===== config.mk =====
export PLATFORM = sky130hd
export DESIGN_NAME = sci_slave_flat
export DESIGN_NICKNAME = d
export VERILOG_FILES = /design/src/rtl/sci_slave_if.sv /design/src/rtl/sci_slave.sv /design/src/flat_wrapper.sv
export SDC_FILE = /design/constraint.sdc
export NUM_CORES = 1
export LEC_CHECK = 0
export CORE_MARGIN = 4
export CORE_UTILIZATION = 45
export CTS_CLUSTER_DIAMETER = 40
export DETAILED_ROUTE_END_ITERATION = 6
export GPL_TIMING_DRIVEN = 0
export PLACE_DENSITY = 0.75
export SLEW_MARGIN = 20
export SYNTH_ARGS = -nofsm -noshare
export SYNTH_HDL_FRONTEND = slang
export SYNTH_SLANG_ARGS = --single-unit

===== constraint.sdc =====
create_clock -name CLK -period 5.5 [get_ports CLK]
set_input_delay 1.65 -clock CLK [delete_from_list [all_inputs] [get_ports CLK]]
set_output_delay 1.65 -clock CLK [all_outputs]
set_load 0.02 [all_outputs]

===== src/rtl/sci_slave_if.sv =====
// sci_slave_if
// Serial Configuration Interface bundle between one SCI master and one neuron slave.
// SCI_RESP and SCI_ACK are open lines. The slave supplies a value and an output
// enable for each line, and the line is resolved to Z here whenever its enable is low.
//   SCI_CSN  : chip select, active low, driven by the master
//   SCI_REQ  : serial master-to-slave data, driven by the master
//   SCI_RESP : serial read data, resolved from resp_o / resp_oe
//   SCI_ACK  : frame-complete pulse, resolved from ack_o / ack_oe
interface sci_slave_if;
  logic SCI_CSN;
  logic SCI_REQ;
  logic resp_o;
  logic resp_oe;
  logic ack_o;
  logic ack_oe;
  wire  SCI_RESP;
  wire  SCI_ACK;

  // Only a selected, active slave puts a level on the shared lines.
  assign SCI_RESP = resp_oe ? resp_o : 1'bz;
  assign SCI_ACK  = ack_oe  ? ack_o  : 1'bz;

  modport slave (
    input  SCI_CSN,
    input  SCI_REQ,
    output resp_o,
    output resp_oe,
    output ack_o,
    output ack_oe
  );

  modport master (
    output SCI_CSN,
    output SCI_REQ,
    input  SCI_RESP,
    input  SCI_ACK,
    input  resp_oe,
    input  ack_oe
  );
endinterface


===== src/rtl/sci_slave.sv =====
// sci_slave
// Serial Configuration Interface slave for one neuron. It takes a master frame
// (WNR bit, address, and write data for write frames) from SCI_REQ, MSB first.
// It turns the frame into one register-file write or read strobe. For a read it
// serialises the register value back on SCI_RESP. Every completed frame ends
// with a one-cycle ACK.
//   CLK, RST   : clock, synchronous active-high reset
//   sci        : SCI bus (CSN, REQ in; RESP, ACK drive value + enable out)
//   REG_WEN    : one-cycle write strobe
//   REG_REN    : one-cycle read strobe
//   REG_ADDR   : register address, held from the end of the address phase
//   REG_WDATA  : write data, valid with REG_WEN
//   REG_RDATA  : read data, valid one cycle after REG_REN
//   BUSY       : high whenever the FSM is not idle
//   ADDR_ERR   : sticky out-of-range access flag, cleared only by RST
module sci_slave #(
  parameter int ADDR_WIDTH = 5,
  parameter int DATA_WIDTH = 32,
  parameter int NUM_REGS   = 32
) (
  input  logic                  CLK,
  input  logic                  RST,
  sci_slave_if.slave            sci,
  output logic                  REG_WEN,
  output logic                  REG_REN,
  output logic [ADDR_WIDTH-1:0] REG_ADDR,
  output logic [DATA_WIDTH-1:0] REG_WDATA,
  input  logic [DATA_WIDTH-1:0] REG_RDATA,
  output logic                  BUSY,
  output logic                  ADDR_ERR
);

  localparam int CNT_MAX = (ADDR_WIDTH > DATA_WIDTH) ? ADDR_WIDTH : DATA_WIDTH;
  localparam int CW      = $clog2(CNT_MAX + 1);

  localparam logic [CW-1:0] ADDR_LAST = CW'(ADDR_WIDTH - 1);
  localparam logic [CW-1:0] DATA_LAST = CW'(DATA_WIDTH - 1);

  localparam logic [3:0] S_IDLE    = 4'd0;
  localparam logic [3:0] S_RX_ADDR = 4'd1;
  localparam logic [3:0] S_RX_DATA = 4'd2;
  localparam logic [3:0] S_WR      = 4'd3;
  localparam logic [3:0] S_RD_REQ  = 4'd4;
  localparam logic [3:0] S_RD_CAP  = 4'd5;
  localparam logic [3:0] S_TX      = 4'd6;
  localparam logic [3:0] S_ACK     = 4'd7;
  localparam logic [3:0] S_DONE    = 4'd8;

  logic [3:0]            state_q, state_d;
  logic [CW-1:0]         cnt_q, cnt_d;
  logic [DATA_WIDTH-1:0] sh_q, sh_d;
  logic                  wnr_q, wnr_d;
  logic [ADDR_WIDTH-1:0] addr_q, addr_d;
  logic [DATA_WIDTH-1:0] wdata_q, wdata_d;
  logic                  err_q, err_d;

  logic                  selected;
  logic                  addr_ok;
  logic [DATA_WIDTH-1:0] sh_in;

  assign selected = ~sci.SCI_CSN;
  assign sh_in    = {sh_q[DATA_WIDTH-2:0], sci.SCI_REQ};
  assign addr_ok  = (32'(addr_q) < 32'(NUM_REGS));

  // The receive phases shift SCI_REQ into sh_q. The last bit of a phase is
  // taken straight from sh_in, so address and data are complete on that edge.
  // In TX, sh_q is reused as the output shifter, emptied MSB first.
  always_comb begin
    state_d = state_q;
    cnt_d   = cnt_q;
    sh_d    = sh_q;
    wnr_d   = wnr_q;
    addr_d  = addr_q;
    wdata_d = wdata_q;
    err_d   = err_q;

    case (state_q)
      S_IDLE: begin
        if (selected) begin
          wnr_d   = sci.SCI_REQ;
          cnt_d   = '0;
          state_d = S_RX_ADDR;
        end
      end
      S_RX_ADDR: begin
        sh_d  = sh_in;
        cnt_d = cnt_q + CW'(1);
        if (cnt_q == ADDR_LAST) begin
          addr_d  = sh_in[ADDR_WIDTH-1:0];
          cnt_d   = '0;
          state_d = wnr_q ? S_RX_DATA : S_RD_REQ;
        end
      end
      S_RX_DATA: begin
        sh_d  = sh_in;
        cnt_d = cnt_q + CW'(1);
        if (cnt_q == DATA_LAST) begin
          wdata_d = sh_in;
          cnt_d   = '0;
          state_d = S_WR;
        end
      end
      S_WR: begin
        if (!addr_ok) err_d = 1'b1;
        state_d = S_DONE;
      end
      S_RD_REQ: begin
        if (!addr_ok) err_d = 1'b1;
        state_d = S_RD_CAP;
      end
      S_RD_CAP: begin
        // No read was issued for an out-of-range address, so shift out zeros.
        sh_d    = addr_ok ? REG_RDATA : '0;
        cnt_d   = '0;
        state_d = S_TX;
      end
      S_TX: begin
        sh_d  = {sh_q[DATA_WIDTH-2:0], 1'b0};
        cnt_d = cnt_q + CW'(1);
        if (cnt_q == DATA_LAST) begin
          cnt_d   = '0;
          state_d = S_ACK;
        end
      end
      S_ACK: begin
        state_d = S_DONE;
      end
      S_DONE: begin
        if (!selected) state_d = S_IDLE;
      end
      default: begin
        state_d = S_IDLE;
      end
    endcase

    // If the master lets go of CSN mid-frame, drop the frame. A bit that
    // arrives on that same edge must not update the address, data or error.
    if (!selected && (state_q != S_IDLE) && (state_q != S_DONE)) begin
      state_d = S_IDLE;
      cnt_d   = '0;
      addr_d  = addr_q;
      wdata_d = wdata_q;
      err_d   = err_q;
    end
  end

  always_ff @(posedge CLK) begin
    if (RST) begin
      state_q <= S_IDLE;
      cnt_q   <= '0;
      sh_q    <= '0;
      wnr_q   <= 1'b0;
      addr_q  <= '0;
      wdata_q <= '0;
      err_q   <= 1'b0;
    end else begin
      state_q <= state_d;
      cnt_q   <= cnt_d;
      sh_q    <= sh_d;
      wnr_q   <= wnr_d;
      addr_q  <= addr_d;
      wdata_q <= wdata_d;
      err_q   <= err_d;
    end
  end

  // The strobes are gated by CSN. If a frame is aborted on the edge where the
  // register file would sample a strobe, the register file never sees it.
  assign REG_WEN   = (state_q == S_WR)     && selected && addr_ok;
  assign REG_REN   = (state_q == S_RD_REQ) && selected && addr_ok;
  assign REG_ADDR  = addr_q;
  assign REG_WDATA = wdata_q;
  assign BUSY      = (state_q != S_IDLE);
  assign ADDR_ERR  = err_q;

  assign sci.resp_oe = selected && (state_q != S_IDLE);
  assign sci.ack_oe  = selected && (state_q != S_IDLE);
  assign sci.resp_o  = (state_q == S_TX) ? sh_q[DATA_WIDTH-1] : 1'b0;
  assign sci.ack_o   = (state_q == S_WR) || (state_q == S_ACK);

endmodule


===== src/flat_wrapper.sv =====
// flat-port wrapper written by rule: the top's interface ports become plain ports
module sci_slave_flat 
#(
  parameter int ADDR_WIDTH = 5,
  parameter int DATA_WIDTH = 32,
  parameter int NUM_REGS   = 32
)
  (CLK, RST, REG_WEN, REG_REN, REG_ADDR, REG_WDATA, REG_RDATA, BUSY, ADDR_ERR, sci_SCI_CSN, sci_SCI_REQ, sci_resp_o, sci_resp_oe, sci_ack_o, sci_ack_oe);
  sci_slave_if sci_i ();
  input  logic CLK;
  input  logic RST;
  output logic REG_WEN;
  output logic REG_REN;
  output logic [ADDR_WIDTH-1:0] REG_ADDR;
  output logic [DATA_WIDTH-1:0] REG_WDATA;
  input  logic [DATA_WIDTH-1:0] REG_RDATA;
  output logic BUSY;
  output logic ADDR_ERR;
  input wire logic [$bits(sci_i.SCI_CSN)-1:0] sci_SCI_CSN;
  input wire logic [$bits(sci_i.SCI_REQ)-1:0] sci_SCI_REQ;
  output wire logic [$bits(sci_i.resp_o)-1:0] sci_resp_o;
  output wire logic [$bits(sci_i.resp_oe)-1:0] sci_resp_oe;
  output wire logic [$bits(sci_i.ack_o)-1:0] sci_ack_o;
  output wire logic [$bits(sci_i.ack_oe)-1:0] sci_ack_oe;
  assign sci_i.SCI_CSN = sci_SCI_CSN;
  assign sci_i.SCI_REQ = sci_SCI_REQ;
  assign sci_resp_o = sci_i.resp_o;
  assign sci_resp_oe = sci_i.resp_oe;
  assign sci_ack_o = sci_i.ack_o;
  assign sci_ack_oe = sci_i.ack_oe;
  sci_slave #(.ADDR_WIDTH(ADDR_WIDTH), .DATA_WIDTH(DATA_WIDTH), .NUM_REGS(NUM_REGS)) u_core (.CLK(CLK), .RST(RST), .sci(sci_i), .REG_WEN(REG_WEN), .REG_REN(REG_REN), .REG_ADDR(REG_ADDR), .REG_WDATA(REG_WDATA), .REG_RDATA(REG_RDATA), .BUSY(BUSY), .ADDR_ERR(ADDR_ERR));
endmodule

# Yosys cells after proc, flatten, opt, wreduce, memory -nomap -nowiden
# Index checks and enable logic that the tools add are counted.
[word_totals] ff_bits=80 in_bits=36 out_inout_bits=45 word_cells=57
[op_classes] addsub=1 n_eq_ne=16 muxes=13 bitwise_logic=2 reduce_logical=19
[ops] op="$pmux W32 S3" count=1
[ops] op="$pmux W4 S8" count=1
[ops] op="$pmux W6 S4" count=1
[ops] op="$mux W4" count=5
[ops] op="$mux W6" count=3
[ops] op="$eq A4 B3 Y1 const B" count=4
[ops] op="$eq A4 B2 Y1 const B" count=2
[ops] op="$reduce_bool A4 Y1" count=2
[ops] op="$reduce_or A2 Y1" count=4
[ops] op="$add A6 B1 Y6 const B" count=1
[ops] op="$eq A6 B3 Y1 const B" count=1
[ops] op="$eq A6 B5 Y1 const B" count=1
[ops] op="$ne A2 B1 Y1 const B" count=3
[ops] op="$reduce_and A3 Y1" count=2
[ops] op="$logic_and A1 B1 Y1" count=5
[ops] op="$reduce_and A5 Y1" count=1
[ops] op="$eq A4 B1 Y1 const B" count=1
[ops] op="$eq A4 B4 Y1 const B" count=1
[ops] op="$logic_not A4 Y1" count=1
[ops] op="$ne A2 B2 Y1 const B" count=2
[ops] op="$ne A4 B4 Y1 const B" count=1
[ops] op="$reduce_and A2 Y1" count=2
[ops] op="$mux W3" count=1
[ops] op="$reduce_bool A3 Y1" count=1
[ops] op="other kinds (3)" count=4

# Longest topological paths before layout
[logic_depth] depth_word=5 mapped_depth=7 depth_no_buf=6

# Worst setup path before layout
# Ideal clock, no wire load.
[synth_timing] path_kind="input -> output" start="input port sci_SCI_CSN" end="output port REG_REN" t_arrival_ps=2578 t_required_ps=3850 path_slack_ps=1272 stages=2 path_buffers=1 path_cell_list="clkbuf_1 nor4b_1"
[synth_between] elab_chain_cells=2
[synth_rtl] item="start, declared" line="flat_wrapper.sv:19" text="input wire logic [$bits(sci_i.SCI_CSN)-1:0] sci_SCI_CSN;"
[synth_rtl] item="$not A1 Y1 (no line)"
[synth_rtl] item="$logic_and A1 B1 Y1" line="sci_slave.sv:170" text="assign REG_REN = (state_q == S_RD_REQ) && selected && addr_ok;"
[synth_rtl] item="end, declared" line="flat_wrapper.sv:13" text="output logic REG_REN;"
# Every way passes these cells.

# Final worst setup path
# Same ends and word-level chain as after synthesis.

==> summary.md <==
| Metric | Value |
|---|---|
| EDFF count, synth | 0 |
| Worst-Margin Slew | 672 ps |
| Worst setup EP type | primary output |
| Status | finished clean |
| # rows | 31 |
| Combinational cell fraction of total power | 0.379 |
| Cts hold-fix bufs | 0 |
| Sequential-to-total area share from yosys stat | 0.455 |
| DP HPWL | 6170 um |
| DIE AREA | 9300 um^2 |
| Tot Pwr | 0.00193 W |
| Slew margin rel. | 0.549 |
| Post-Syn Nets | 406 |
| Synth unique cells | 47 |
| Worst-path fanout max | 10 |
| CTS max path bufs | 2 |
| N_diodes | 0 |
| Top_reg_cell synth | dfxtp_1 |
| Clock share of power | 0.238 |
| Post-CTS Setup Bufs | 0 |
| Sink Count | 80 |
| CTS Buf Count | 9 |
| GRT Residual Overflow | 0 |
| Root buf cell | clkbuf_8 |
| CP dominant cell by count | clkdlybuf4s50_1 |
| WHS Path Cells | 2 |
| Crit path time final | 4960 ps |
| IO Count | 81 |
| Top-count cell post-synth | dfxtp_1 |
| Yosys top cell area share | 0.455 |
| Via total after detailed routing | 2954 |
| Dominant cell type by area after synthesis | dfxtp_1 |
| Internal | 0.00120 W |
| Reg2reg start | u_core.state_q[1]$_SDFFE_PP0P_ |
| Crit path kind | in2out |
| Crit-path slowest cell | clkdlybuf4s50_1 |
| CTS tree | built |
| Max frequency | 201 MHz |
| Top delay family on crit path | buffers and inverters |
| Initial core utilization | 0.475 |
| R2R Setup Slk | 3580 ps |
| Crit path DAT | 3310 ps |
| First-pass GRT wire length | 13500 um |
| Routed wire length | 8440 um |
| Pwr per Cell Area | 415 nW/um^2 |
| DR iter-0 viols | 62 |
| Layout Skew | 13.1 ps |
| GRT Total Usage | 0.183 |
| Core area | 7410 um^2 |
| Worst Hold Launch | u_core.REG_ADDR[0]$_SDFFE_PP0P_ |
| Synth top area cells | dfxtp_1 46%, mux2i_1 20%, nor2_1 8.0% |
| FILL cells | 657 |
| Pleak | 1.82 nW |
| Sequential share of power | 0.382 |
| Most frequent cells after synthesis | 80 x dfxtp_1, 75 x nor2_1, 69 x mux2i_1, 33 x a211oi_1, 16 x clkbuf_1 |
| Post-Synthesis Cell Area | 3520 um^2 |
| Final non-filler cell total | 562 |
| RSZ-0062 raised after global routing | false |
| Seq cells post-synth | 80 |
| TNS Setup | 0 ps |
| Reg2reg end | u_core.state_q[0]$_SDFFE_PP0P_ |
| Max Slew Vio Count | 0 |
| Largest net degree at the start of global routing | 16 |
| IO buf count | 79 |
| Clock-pin slew on the worst setup and hold paths | 80 ps |
| YS warnings | 0 |
| Die width | 96.4 um |
| Pre-CTS setup slack | 565 ps |
| Final worst path period share | 0.902 |
| GP Congestion | 0.857 |
| Final nets | 496 |
| Synth-to-Final Area Change | 32.1% |
| CP Cell Sequence | clkdlybuf4s50_1, clkbuf_1, nor4b_1, clkdlybuf4s50_1 |
| VDD IR-drop max | 0.208 mV |
| Max capacitance violation total | 0 |
| FFs w/ async S/R, synth | 0 |
| Clock latency on the worst-skew pair | 350 ps |
| Critical path buffers and inverters | 3 |
| Initial DRT Pass Iterations | 4 |
| Hold Crit Class | reg2reg |
| Vias/cell | 5.26 |
| Drt drc | 0 |
| Setup crit start kind | input pin |
| R2R depth | 5 |
| Avg Cell Area, Syn | 9.56 um^2 |
| Multi-input gate area | 1750 um^2 |
| Share of cells above drive strength 1 | 0.0842 |
| H-tree depth | 3 |
| # setup viols final | 0 |
| Antenna violations before repair | 0 |
| NetSw | 0.000726 W |
| Seq. cell area | 1600 um^2 |
| Hold Vio Cnt, Final | 0 |
| Worst Setup Slack, final | 537 ps |
| Die Height | 96.4 um |
| Critical path required time | 3850 ps |
| Synth Instances | 368 |
| Antenna-violating nets left | 0 |
| Drt wl/cell | 15.0 um |
| Switching share of power | 0.377 |
| Placed cell count | 546 |
| Hold WS | 499 ps |
| CP max stage delay | 670 ps |
| Resized cells post-CTS | 0 |
| Hold Crit Endpoint | u_core.REG_ADDR[0]$_SDFFE_PP0P_ |
| Vias in the first global route | 2771 |
## logic make-up (layout without fill, tap and decap cells)
logic type	Yosys count	in the layout	synth area share
AO/OA/AOI/OAI	66	66	0.141
XOR/XNOR	1	1	0.00249
adder cells (fa/ha/maj)	2	2	0.00711
buffers and inverters	37	132	0.0477
flip-flops	80	80	0.455
multiplexers	69	69	0.196
other	1	1	0.00107
AND/OR/NAND/NOR	112	112	0.149
## metrics by stage
stage	utilization	cell area (um^2)
floorplan	-	3520
global placement	0.598	4430
detailed placement	0.598	4430
CTS	0.627	4640
global route	0.627	4650
finish	0.627	4650
## per-layer routing
| layer | vias up | track usage | wire length, um |
|---|---|---|---|
| met5 | - | 0 | 0 |
| met4 | 0 | 0.0526 | 35 |
| met3 | 3 | 0.0403 | 503 |
| met2 | 75 | 0.276 | 3750 |
| li1 | 1484 | - | - |
| met1 | 1392 | 0.264 | 4160 |
## power groups by stage
stage / registers (W) / clock network [W] / logic (W)
after floorplan: 0.000725 / 0 / 0.000545
after global placement: 0.000744 / 0 / 0.000704
after detailed placement: 0.000747 / 0 / 0.000725
after CTS: 0.000734 / 0.000468 / 0.000728
after global routing: 0.000748 / 0.000493 / 0.000819
final: 0.000736 / 0.000460 / 0.000731
## worst max path at each step
stage / start / end / cells past startpoint
floorplan: sci_SCI_CSN / REG_REN / 2
global placement: sci_SCI_CSN / REG_REN / 4
detailed placement: sci_SCI_CSN / REG_REN / 4
CTS: sci_SCI_CSN / REG_REN / 4
global route: sci_SCI_CSN / REG_REN / 4
finish: sci_SCI_CSN / REG_REN / 4
## cell type report
class,instances,area share
multi-input combinational,251,0.377
sequential,80,0.345
timing repair buffer,79,0.170
buffer,30,0.0304
clock buffer,10,0.0296
tap,99,0.0266
clock inverter,6,0.0156
inverter,7,0.00565
## state kept, by name (all words and copies together) (netlist names)
signal            flops
u_core.sh_q          32
u_core.state_q        4
u_core.wnr_q          1
u_core.cnt_q          6
u_core.REG_WDATA     32
u_core.REG_ADDR       5
## worst reg2reg max path: stages (launching register included)
cell,delay (ps)
dfxtp_1,460
clkbuf_1,350
nand2b_1,240
a21oi_1,470
a221o_1,230
a21oi_1,60
## cells in the final DEF, fill, tap and decap left out, types with 2 or more instances in the layout
master	count
o2111ai_1	2
buf_2	11
clkbuf_8	10
nor3_1	3
and2_1	2
clkbuf_1	16
o21ai_0	4
a21o_1	2
nor2_1	75
inv_6	2
nand3_1	7
mux2i_1	69
o211ai_1	4
dfxtp_1	80
ha_1	2
a31oi_1	3
a211oi_1	33
inv_1	7
buf_4	2
nand2_1	8
clkdlybuf4s50_1	79
a21oi_1	7
nand2b_1	2
or2_2	3
(Power assumes the default switching activity.)
